--- config.mk ---
export PLATFORM = sky130hd
export DESIGN_NAME = out_fm_mem_port
export DESIGN_NICKNAME = d
export VERILOG_FILES = /design/src/rtl/out_fm_mem_port.sv
export SDC_FILE = /design/constraint.sdc
export NUM_CORES = 1
export LEC_CHECK = 0
export ABC_AREA = 1
export ABC_CLOCK_PERIOD_IN_PS = 3900
export CAP_MARGIN = 40
export CORE_UTILIZATION = 51
export CTS_BUF_LIST = sky130_fd_sc_hd__clkbuf_16
export CTS_CLUSTER_DIAMETER = 80
export DETAILED_ROUTE_END_ITERATION = 16
export PLACE_DENSITY = 0.87
export SYNTH_ARGS = -nofsm -noshare
export SYNTH_HDL_FRONTEND = slang
export SYNTH_SLANG_ARGS = --single-unit
--- constraint.sdc ---
create_clock -name clk -period 3.9 [get_ports clk]
set_clock_uncertainty 0.2 [all_clocks]
set_input_delay 0.975 -clock clk [delete_from_list [all_inputs] [get_ports clk]]
set_output_delay 0.975 -clock clk [all_outputs]
set_load 0.01 [all_outputs]
--- src/rtl/out_fm_mem_port.sv ---
// Memory-side engine for the out_fm buffer: loads a tile from external memory into the load FIFO,
// or drains the store FIFO back to memory. Define OUT_FM_MEM_PERF_EN to add the stall_cnt output.
module out_fm_mem_port #(
    parameter int AW        = 32,
    parameter int DW        = 32,
    parameter int Tn        = 16,
    parameter int Tr        = 64,
    parameter int Tc        = 16,
    parameter int MAX_OUTST = 4
) (
    input  logic          clk,
    input  logic          rst_n,
    input  logic          ld_start,
    input  logic          st_start,
    input  logic [AW-1:0] base_addr,
    output logic          ld_done,
    output logic          st_done,
    output logic          busy,
    output logic          mem_rd_req,
    output logic [AW-1:0] mem_rd_addr,
    input  logic          mem_rd_gnt,
    input  logic          mem_rd_valid,
    input  logic [DW-1:0] mem_rd_data,
    output logic          mem_wr_req,
    output logic [AW-1:0] mem_wr_addr,
    output logic [DW-1:0] mem_wr_data,
    input  logic          mem_wr_gnt,
    output logic          out_fm_ld_fifo_push,
    output logic [DW-1:0] out_fm_ld_fifo_data,
    input  logic          out_fm_ld_fifo_almost_full,
    output logic          out_fm_st_fifo_pop,
    input  logic [DW-1:0] out_fm_st_fifo_data,
    input  logic          out_fm_st_fifo_empty
`ifdef OUT_FM_MEM_PERF_EN
    ,
    output logic [31:0]   stall_cnt
`endif
);

    localparam int TILE = Tn * Tr * Tc;
    localparam int CW   = $clog2(TILE + 1);
    localparam int OW   = $clog2(MAX_OUTST + 1);
    localparam logic [CW-1:0] TILE_C = CW'(TILE);
    localparam logic [CW-1:0] LAST_C = CW'(TILE - 1);
    localparam logic [OW-1:0] MAXO_C = OW'(MAX_OUTST);

    typedef enum logic [1:0] {S_IDLE, S_LD, S_ST} state_t;

    state_t        state_q, state_d;
    logic [AW-1:0] base_q, base_d;
    logic [CW-1:0] issued_q, issued_d;
    logic [CW-1:0] received_q, received_d;
    logic [OW-1:0] outst_q, outst_d;
    logic [CW-1:0] popped_q, popped_d;
    logic [CW-1:0] written_q, written_d;
    logic          pend_q, pend_d;
    logic          hold_q, hold_d;
    logic [DW-1:0] hold_data_q, hold_data_d;
    logic          wr_cur;
    logic          rd_hs;
    logic          wr_hs;

    always_comb begin
        state_d             = state_q;
        base_d              = base_q;
        issued_d            = issued_q;
        received_d          = received_q;
        outst_d             = outst_q;
        popped_d            = popped_q;
        written_d           = written_q;
        pend_d              = 1'b0;
        hold_d              = 1'b0;
        hold_data_d         = hold_data_q;
        ld_done             = 1'b0;
        st_done             = 1'b0;
        mem_rd_req          = 1'b0;
        out_fm_ld_fifo_push = 1'b0;
        out_fm_st_fifo_pop  = 1'b0;
        rd_hs               = 1'b0;
        wr_hs               = 1'b0;

        // Write slot: a word popped last cycle arrives straight from the FIFO; a refused word is parked in hold.
        wr_cur      = hold_q | pend_q;
        mem_wr_data = hold_q ? hold_data_q : (pend_q ? out_fm_st_fifo_data : '0);

        case (state_q)
            S_IDLE: begin
                if (ld_start || st_start) begin
                    state_d    = ld_start ? S_LD : S_ST;
                    base_d     = base_addr;
                    issued_d   = '0;
                    received_d = '0;
                    outst_d    = '0;
                    popped_d   = '0;
                    written_d  = '0;
                end
            end

            S_LD: begin
                mem_rd_req = (issued_q < TILE_C) && (outst_q < MAXO_C) && !out_fm_ld_fifo_almost_full;
                rd_hs      = mem_rd_req && mem_rd_gnt;
                if (rd_hs) begin
                    issued_d = issued_q + CW'(1);
                end
                case ({rd_hs, mem_rd_valid})
                    2'b10:   outst_d = outst_q + OW'(1);
                    2'b01:   outst_d = outst_q - OW'(1);
                    default: outst_d = outst_q;
                endcase
                // Returned data is always pushed; almost_full only throttles new requests.
                if (mem_rd_valid) begin
                    out_fm_ld_fifo_push = 1'b1;
                    received_d          = received_q + CW'(1);
                    if (received_q == LAST_C) begin
                        ld_done = 1'b1;
                        state_d = S_IDLE;
                    end
                end
            end

            S_ST: begin
                out_fm_st_fifo_pop = !out_fm_st_fifo_empty && (popped_q < TILE_C) &&
                                     (!wr_cur || mem_wr_gnt);
                if (out_fm_st_fifo_pop) begin
                    popped_d = popped_q + CW'(1);
                end
                pend_d = out_fm_st_fifo_pop;
                wr_hs  = wr_cur && mem_wr_gnt;
                hold_d = wr_cur && !mem_wr_gnt;
                if (hold_d) begin
                    hold_data_d = mem_wr_data;
                end
                if (wr_hs) begin
                    written_d = written_q + CW'(1);
                    if (written_q == LAST_C) begin
                        st_done = 1'b1;
                        state_d = S_IDLE;
                    end
                end
            end

            default: state_d = S_IDLE;
        endcase
    end

    assign busy                = (state_q != S_IDLE);
    assign mem_rd_addr         = base_q + AW'(issued_q);
    assign mem_wr_addr         = base_q + AW'(written_q);
    assign mem_wr_req          = wr_cur;
    assign out_fm_ld_fifo_data = out_fm_ld_fifo_push ? mem_rd_data : '0;

    always_ff @(posedge clk or negedge rst_n) begin
        if (!rst_n) begin
            state_q    <= S_IDLE;
            base_q     <= '0;
            issued_q   <= '0;
            received_q <= '0;
            outst_q    <= '0;
            popped_q   <= '0;
            written_q  <= '0;
            pend_q     <= 1'b0;
            hold_q     <= 1'b0;
        end else begin
            state_q    <= state_d;
            base_q     <= base_d;
            issued_q   <= issued_d;
            received_q <= received_d;
            outst_q    <= outst_d;
            popped_q   <= popped_d;
            written_q  <= written_d;
            pend_q     <= pend_d;
            hold_q     <= hold_d;
        end
    end

    // Held write data is qualified by hold_q, so it needs no reset.
    always_ff @(posedge clk) begin
        hold_data_q <= hold_data_d;
    end

`ifdef OUT_FM_MEM_PERF_EN
    logic [31:0] stall_q, stall_d;
    logic        stall_inc;

    always_comb begin
        stall_d   = stall_q;
        stall_inc = 1'b0;
        case (state_q)
            S_IDLE: begin
                if (ld_start || st_start) begin
                    stall_d = '0;
                end
            end
            S_LD: begin
                stall_inc = ((issued_q < TILE_C) &&
                             (out_fm_ld_fifo_almost_full || (outst_q == MAXO_C))) ||
                            (mem_rd_req && !mem_rd_gnt);
            end
            S_ST: begin
                stall_inc = (wr_cur && !mem_wr_gnt) ||
                            (out_fm_st_fifo_empty && (popped_q < TILE_C));
            end
            default: stall_inc = 1'b0;
        endcase
        if (stall_inc && (stall_q != '1)) begin
            stall_d = stall_q + 32'd1;
        end
    end

    always_ff @(posedge clk or negedge rst_n) begin
        if (!rst_n) begin
            stall_q <= '0;
        end else begin
            stall_q <= stall_d;
        end
    end

    assign stall_cnt = stall_q;
`endif

endmodule

==> results of run 1 <==
report_power, final:
part | internal [mW] | leakage, nW | switching [mW] | total (mW)
logic | 1.55 | 4.73 | 1.96 | 3.51
clock network | 0.847 | 0.275 | 0.603 | 1.45
registers | 1.65 | 1.60 | 0.387 | 2.04
state kept, by name (all words and copies together), names as in the netlist:
signal       flops
base_q          32
hold_data_q     32
hold_q           1
issued_q        15
outst_q          3
pend_q           1
popped_q        15
received_q      15
state_q          2
written_q       15
cells by family after synthesis:
family,count (synthesis),share of synthesized area
adder cells (fa/ha/maj),38,0.05141
AO/OA/AOI/OAI,123,0.06691
AND/OR/NAND/NOR,882,0.3958
XOR/XNOR,34,0.03074
buffers and inverters,246,0.1002
flip-flops,131,0.3549
synthesized netlist by cell type (all sizes together):
cell type	instances	share of area
nand2	531	0.21
inv	215	0.084
nor2	145	0.066
nand3	114	0.061
dfrtp	99	0.26
o21ai	66	0.034
a21oi	46	0.024
nor3	42	0.024
nand4	40	0.026
ha	35	0.045
xor2	34	0.031
edfxtp	32	0.099
buf	19	0.012
clkbuf	12	0.0048
fa	3	0.0062
nand3b	3	0.0023
or2	3	0.0019
a21boi	2	0.0016
a22o	2	0.0018
and3	2	0.0013
o21bai	2	0.0015
o31ai	2	0.0015
a31oi	1	0.00065
nor3b	1	0.0013
nor4	1	0.00065
o2111ai	1	0.00090
o211a	1	0.0010
through the flow:
step / power [mW] / area (um^2) / cells
6_report: 6.997 / 13300 / 1939
5_1_grt: 7.367 / 13300 / 1939
4_1_cts: 6.777 / 12950 / 1939
3_5_place_dp: 5.266 / 12300 / 1906
3_3_place_gp: 5.200 / 12300 / 1906
2_1_floorplan: 3.694 / 9687 / 1454
cells in the final DEF, fill, tap and decap left out, types with 3 or more instances in the layout:
master           count
nor2_4               8
a21oi_2              4
clkdlybuf4s50_1    216
nor3_1              39
dlymetal6s2s_1      15
xor2_1              33
nor2_2               8
edfxtp_1            32
nand2_4              3
clkbuf_16           17
dlygate4sd2_1        7
o21ai_1             10
nand4_1             39
dfrtp_2             14
a21oi_1             40
o21ai_0             56
ha_2                 4
nand3_1            108
clkinv_2             3
nand2_1            505
nand3_2              5
or2_2                3
nor2_1             126
inv_2                3
nand2_2             22
ha_1                10
inv_1              217
ha_4                21
nand3b_1             3
dfrtp_1             85
buf_4               12
nor2_8               3
area by class of cell:
cell class	instances	area (um^2)
repair buffers	251	2521
well taps	234	292.8
clock buffers	17	425.4
fillers	1435	5346
multi-input cells	1077	5699
flip-flops and latches	131	3456
inverters	215	812.0
clock inverters	14	90.09
worst max path at each step:
stage	end	slack, ns	from	cells past startpoint
2_1_floorplan	hold_data_q[0]$_DFFE_PP_	0.81	mem_wr_gnt	3
3_3_place_gp	ld_done	0.19	mem_rd_valid	4
3_5_place_dp	out_fm_ld_fifo_data[8]	0.17	mem_rd_valid	4
4_1_cts	mem_rd_addr[16]	-0.009	base_q[0]$_DFFE_PN0P_	10
5_1_grt	mem_wr_addr[28]	-0.09	base_q[10]$_DFFE_PN0P_	10
6_report	mem_rd_addr[27]	0.04	base_q[4]$_DFFE_PN0P_	11
per-layer routing:
metal	share of wire	global-route usage
met5	0	0
met4	0.036	0.1267
met3	0.083	0.05024
met2	0.48	0.5250
met1	0.40	0.3994
repair_timing:
item	CTS	global route
gates cloned	0	0
pin swaps	1	2
buffers inserted	2	0
gates resized for setup	35	81
setup endpoints to repair	35	39
endpoints found under the hold margin	0	0
worst reg2reg max path, stage by stage, from the launching register on:
cell and delay, ns:
dfrtp_1 0.43, buf_4 0.18, nor3_1 0.42, nand2_1 0.13, ha_1 0.25, fa_1 0.38
xor2_1 0.17, nand2_1 0.07, o21ai_0 0.07, o21ai_0 0.11, inv_1 0.06
==> results_tabular.tex, run 1 <==
\begin{tabular}{lr}
\hline
Metric & Value \\
\hline
\multicolumn{2}{l}{\textbf{Synth}} \\
\quad Cells after synthesis & 1454 \\
\quad Post-synthesis sequential area ratio & 0.3549 \\
\quad Post-synthesis cell area & 0.009687 mm\^{}2 \\
\quad Synthesized area per cell & 6.662 um\^{}2 \\
\quad Synth warn & 0 \\
\quad Seq cells post-synth & approximately 130 \\
\quad Number of distinct library cell variants in the gate-level netlist after synthesis & 46 \\
\quad Synth Net Count & 1597 \\
\multicolumn{2}{l}{\textbf{Floorplan}} \\
\quad Count of pins on the block boundary & 240 \\
\quad Number of standard-cell rows in the floorplan & 50 \\
\quad Vertical die dimension & 139.8 um \\
\quad Die Outline Area & 0.01955 mm\^{}2 \\
\quad Initial core utilization & 0.5196 \\
\quad Die width & about 140 um \\
\quad Core footprint & approximately 0.019 mm\^{}2 \\
\multicolumn{2}{l}{\textbf{Setup path}} \\
\quad Cell type of the slowest stage on the worst timing path & clkdlybuf4s50\_1 \\
\quad Worst path max stage delay & 0.53 ns \\
\quad Buffer and inverter count on the worst path & 1 \\
\quad Worst R2R Setup Slack & between 1 and 1.5 ns \\
\quad Sort of element at the start of the critical path & flop \\
\quad R2R Path End & outst\_q[2]\$\_DFFE\_PN0P\_ \\
\quad Startpoint of the worst register-to-register path & issued\_q[14]\$\_DFFE\_PN0P\_ \\
\quad R2R cell count & 10 \\
\quad Critical path capture point type & output port \\
\quad Critical path fanouts, max & 4 \\
\quad Critical path type & reg -> out \\
\quad Req. time, crit path & about 2.7 ns \\
\quad Cell occurring most often along the worst timing path & nand2\_1 \\
\quad Cell class contributing the biggest share of worst-path delay & simple AND/OR/NAND/NOR gates \\
\quad Crit-path cells & ha\_4 -> nand2\_1 -> nand2\_1 -> nand2\_1 -> nand2\_1 -> a21oi\_1 -> nand2\_2 -> nand2\_1 -> nand3\_1 -> nand2\_1 -> clkdlybuf4s50\_1 \\
\quad Critical path data arrival time & 2.69 ns \\
\multicolumn{2}{l}{\textbf{Detailed routing}} \\
\quad Ratio of routed vias to standard cells & 5.472 \\
\quad Vias after detailed routing & roughly 11000 \\
\quad Detailed-route wire length & 31550 um \\
\quad Violation count after the first detailed-route iteration & 1045 \\
\quad Average detailed-routed wire length per instance & 16.27 um \\
\quad DR pass1 iterations & 9 \\
\quad DRT antenna net count & 0 \\
\quad Residual DRC count & 0 \\
\multicolumn{2}{l}{\textbf{Clock network}} \\
\quad Clock transition at the registers of the reported paths & 0.06 ns \\
\quad Clk Tree Root Cell & clkbuf\_16 \\
\quad H-tree depth & 4 \\
\quad Clock Latency Late Sink & 0.43 ns \\
\quad Max clock buf depth & 2 \\
\quad Clock tree sinks & between 100 and 150 \\
\quad Hold-fix buffers, CTS & 0 \\
\quad CTS Buf Count & 17 \\
\quad Clock tree from TritonCTS & done \\
\multicolumn{2}{l}{\textbf{Worst hold path}} \\
\quad Startpoint of the lowest-slack hold path & written\_q[0]\$\_DFFE\_PN0P\_ \\
\quad Worst hold endpoint & written\_q[0]\$\_DFFE\_PN0P\_ \\
\quad Class of the worst hold path & reg -> reg \\
\quad Number of cells on the worst hold path & 1 \\
\multicolumn{2}{l}{\textbf{Global route}} \\
\quad GRT Total Usage & 0.3120 \\
\quad First-pass GRT wire length & 48290 um \\
\quad Aggregate global routing overflow & 0 \\
\quad Via count of the first global-routing pass & 9871 \\
\quad Number of antenna violations at the first check in global routing & 0 \\
\quad Pin count of the biggest net entering global routing & 61 \\
\multicolumn{2}{l}{\textbf{Placed design}} \\
\quad Placed wire-length estimate & 22930 um \\
\quad Weighted congestion reported at the end of routability-driven placement & 0.9544 \\
\quad Place WS & $\sim$0.17 ns \\
\quad Count of buffers from port buffering & 239 \\
\multicolumn{2}{l}{\textbf{Final layout}} \\
\quad Fraction of layout instances using a drive strength above 1 & 0.08739 \\
\quad Core occupancy in the finished layout & 0.7132 \\
\quad Ant. Diodes & 0 \\
\quad Layout overhead on the synthesized area & 37.26\% \\
\quad Total number of nets in the final design & 1836 \\
\multicolumn{2}{l}{\textbf{STA}} \\
\quad Post-route minimum period & 3.861 ns \\
\quad Worst hold slack & 0.3221 ns \\
\quad Transition time at the pin with the least slew margin & slightly below 0.6 ns \\
\quad Number of slew-limit violations in the final report & 0 \\
\quad Rel. slew slack & 0.6058 \\
\quad Highest clock frequency the design can meet & 259.0 MHz \\
\quad Post-Route Setup TNS & 0 ns \\
\quad Final clock period utilization by the worst path & 0.9901 \\
\quad Number of endpoints with negative hold slack in the final report & 0 \\
\quad Final Setup Violations & 0 \\
\quad Final setup margin & 0.03878 ns \\
\multicolumn{2}{l}{\textbf{Power and ir drop}} \\
\quad Static Leakage & roughly 6.6 nW \\
\quad P per Cell Area & 526.2 mW/mm\^{}2 \\
\quad Maximum resistive drop on vdd & 488.0 uV \\
\multicolumn{2}{l}{\textbf{Job}} \\
\quad Count of maximum capacitance violations & 0 \\
\multicolumn{2}{l}{\textbf{Outcome}} \\
\quad Result of the run & complete, no violations \\
\hline
\end{tabular}
Power figures use the tool's default switching activity.
==> run 2, diff against run 1 <==
CORE_UTILIZATION = 50   (was 51)
PLACE_DENSITY = 0.86   (was 0.87)
==> results_tabular.tex, run 2 (synthesis gave the netlist of run 1 again) <==
\begin{tabular}{lr}
\hline
Metric & Value \\
\hline
\multicolumn{2}{l}{\textbf{Outcome}} \\
\quad Result of the run & complete, no violations \\
\multicolumn{2}{l}{\textbf{Detailed routing}} \\
\quad Detailed-route wire length & 31320 um \\
\quad Average detailed-routed wire length per instance & 15.91 um \\
\quad Residual DRC count & 0 \\
\quad Ratio of routed vias to standard cells & 5.453 \\
\quad DR pass1 iterations & 6 \\
\quad DRT antenna net count & 0 \\
\quad Vias after detailed routing & 10737 \\
\quad Violation count after the first detailed-route iteration & 939 \\
\multicolumn{2}{l}{\textbf{Global route}} \\
\quad Via count of the first global-routing pass & 9977 \\
\quad Number of antenna violations at the first check in global routing & 0 \\
\quad Aggregate global routing overflow & 0 \\
\quad GRT Total Usage & 0.3053 \\
\quad Pin count of the biggest net entering global routing & 60 \\
\quad First-pass GRT wire length & roughly 48000 um \\
\multicolumn{2}{l}{\textbf{STA}} \\
\quad Post-route minimum period & 3.872 ns \\
\quad Rel. slew slack & 0.5830 \\
\quad Final clock period utilization by the worst path & 0.9928 \\
\quad Final setup margin & 0.02791 ns \\
\quad Number of slew-limit violations in the final report & 0 \\
\quad Transition time at the pin with the least slew margin & 0.6256 ns \\
\quad Worst hold slack & 0.3360 ns \\
\quad Number of endpoints with negative hold slack in the final report & 0 \\
\quad Final Setup Violations & 0 \\
\quad Highest clock frequency the design can meet & 258.3 MHz \\
\multicolumn{2}{l}{\textbf{Floorplan}} \\
\quad Vertical die dimension & 141.2 um \\
\quad Core footprint & 0.01883 mm\^{}2 \\
\quad Count of pins on the block boundary & 240 \\
\quad Die width & 141.2 um \\
\quad Number of standard-cell rows in the floorplan & 50 \\
\quad Die Outline Area & 0.01993 mm\^{}2 \\
\quad Initial core utilization & 0.5144 \\
\multicolumn{2}{l}{\textbf{Placed design}} \\
\quad Weighted congestion reported at the end of routability-driven placement & 0.9447 \\
\quad Place WS & roughly 0.17 ns \\
\quad Placed wire-length estimate & 22590 um \\
\quad DP Area & approximately 0.012 mm\^{}2 \\
\quad Count of buffers from port buffering & approximately 240 \\
\multicolumn{2}{l}{\textbf{Worst hold path}} \\
\quad Class of the worst hold path & in -> async \\
\multicolumn{2}{l}{\textbf{Setup path}} \\
\quad Critical path capture point type & output port \\
\quad Critical path fanouts, max & 3 \\
\quad Sort of element at the start of the critical path & flop \\
\quad Req. time, crit path & 2.72 ns \\
\quad Critical path type & reg -> out \\
\quad R2R cell count & 10 \\
\quad Critical path data arrival time & 2.70 ns \\
\multicolumn{2}{l}{\textbf{Final layout}} \\
\quad Core occupancy in the finished layout & 0.7133 \\
\quad Most common cell after layout, fill and taps aside & nand2\_1 \\
\quad Layout overhead on the synthesized area & 38.66\% \\
\quad Largest registers ranked by flip-flop count & base\_q (32), hold\_data\_q (32) \\
\quad Most frequent cells in the layout & nand2\_1 (507), clkdlybuf4s50\_1 (213), inv\_1 (210), nor2\_1 (127), nand3\_1 (108) \\
\quad Fraction of layout instances using a drive strength above 1 & 0.09655 \\
\quad Ant. Diodes & 0 \\
\quad Total number of nets in the final design & 1839 \\
\quad Fillers & 1445 \\
\quad Fin area & 0.01343 mm\^{}2 \\
\multicolumn{2}{l}{\textbf{Clock network}} \\
\quad Max clock buf depth & 2 \\
\quad Clock transition at the registers of the reported paths & 0.07 ns \\
\quad Clock tree from TritonCTS & done \\
\quad Clk Tree Root Cell & clkbuf\_16 \\
\quad Hold-fix buffers, CTS & 0 \\
\quad Clock tree sinks & 131 \\
\quad Clock Latency Late Sink & 0.44 ns \\
\quad H-tree depth & 4 \\
\quad CTS Buf Count & 17 \\
\multicolumn{2}{l}{\textbf{Power and ir drop}} \\
\quad P per Cell Area & between 500 and 600 mW/mm\^{}2 \\
\quad Static Leakage & 6.582 nW \\
\quad Maximum resistive drop on vdd & 605.6 uV \\
\multicolumn{2}{l}{\textbf{Job}} \\
\quad Count of maximum capacitance violations & 0 \\
\hline
\end{tabular}
## run 2: cell types whose count changed in the layout (fill, tap and decap cells not counted), sizes merged
| cell | before | now |
|---|---|---|
| inv | 222 | 221 |
| bufinv | 1 | 2 |
| dlygate4sd2 | 7 | 16 |
| clkinvlp | 2 | 3 |
| dlymetal6s2s | 15 | 9 |
| clkdlybuf4s50 | 216 | 213 |
| buf | 13 | 16 |
## run 2: worst max-delay path, cell delays in order, from the launching register on
cell and delay (ns):
dfrtp_1 0.44, ha_2 0.24, fa_2 0.38, nand2_4 0.11, a21oi_4 0.08, nand3_1 0.10
nand3_2 0.13, nand2_1 0.11, nand3_1 0.06, nand2_1 0.09, clkdlybuf4s50_1 0.53
## run 2: final timing paths
check	from	to	slack [ns]
max in group asynchronous	rst_n	written_q[1]$_DFFE_PN0P_	2.39
worst min register to register	issued_q[0]$_DFFE_PN0P_	issued_q[0]$_DFFE_PN0P_	0.34
worst max-delay path	base_q[0]$_DFFE_PN0P_	mem_rd_addr[20]	0.03
min in group clk	issued_q[0]$_DFFE_PN0P_	issued_q[0]$_DFFE_PN0P_	0.34
worst max register to register	issued_q[14]$_DFFE_PN0P_	outst_q[2]$_DFFE_PN0P_	1.36
worst min-delay path	rst_n	base_q[23]$_DFFE_PN0P_	0.34
## run 2: stage by stage
step	instances	TNS (ns)	total power [mW]
floorplan	1454	0	3.694
global placement	1933	0	5.188
detailed placement	1933	0	5.259
CTS	1965	0	6.901
global route	1969	-0.2115	7.545
finish	1969	0	7.175
## run 2: area by class of cell
type | instances | area (um^2) | share of cell area
clock buffer | 17 | 425.4 | 0.03167
clock inverter | 15 | 171.4 | 0.01276
inverter | 215 | 812.0 | 0.06046
multi-input combinational | 1077 | 5717 | 0.4256
sequential | 131 | 3463 | 0.2578
tap | 260 | 325.3 | 0.02422
timing repair buffer | 254 | 2517 | 0.1874
## run 2: metal layers
metal	global-route usage	vias up	wire length, um
li1	-	5118	-
met4	0.1705	0	1450
met5	0	-	0
met3	0.04518	124	2187
met1	0.3710	4947	12080
met2	0.5193	548	15600
## run 2: report_power, final
group / total [mW] / switching (mW) / internal, mW
clock network: 1.66 / 0.698 / 0.958
logic: 3.46 / 1.93 / 1.54
registers: 2.06 / 0.404 / 1.65
## run 2: timing repair
item / 4_1_cts / 5_1_grt
pin swaps: 1 / 1
buffers inserted: 0 / 4
endpoints found under the setup margin: 33 / 38
resized for setup: 37 / 81
hold endpoints to repair: 0 / 0
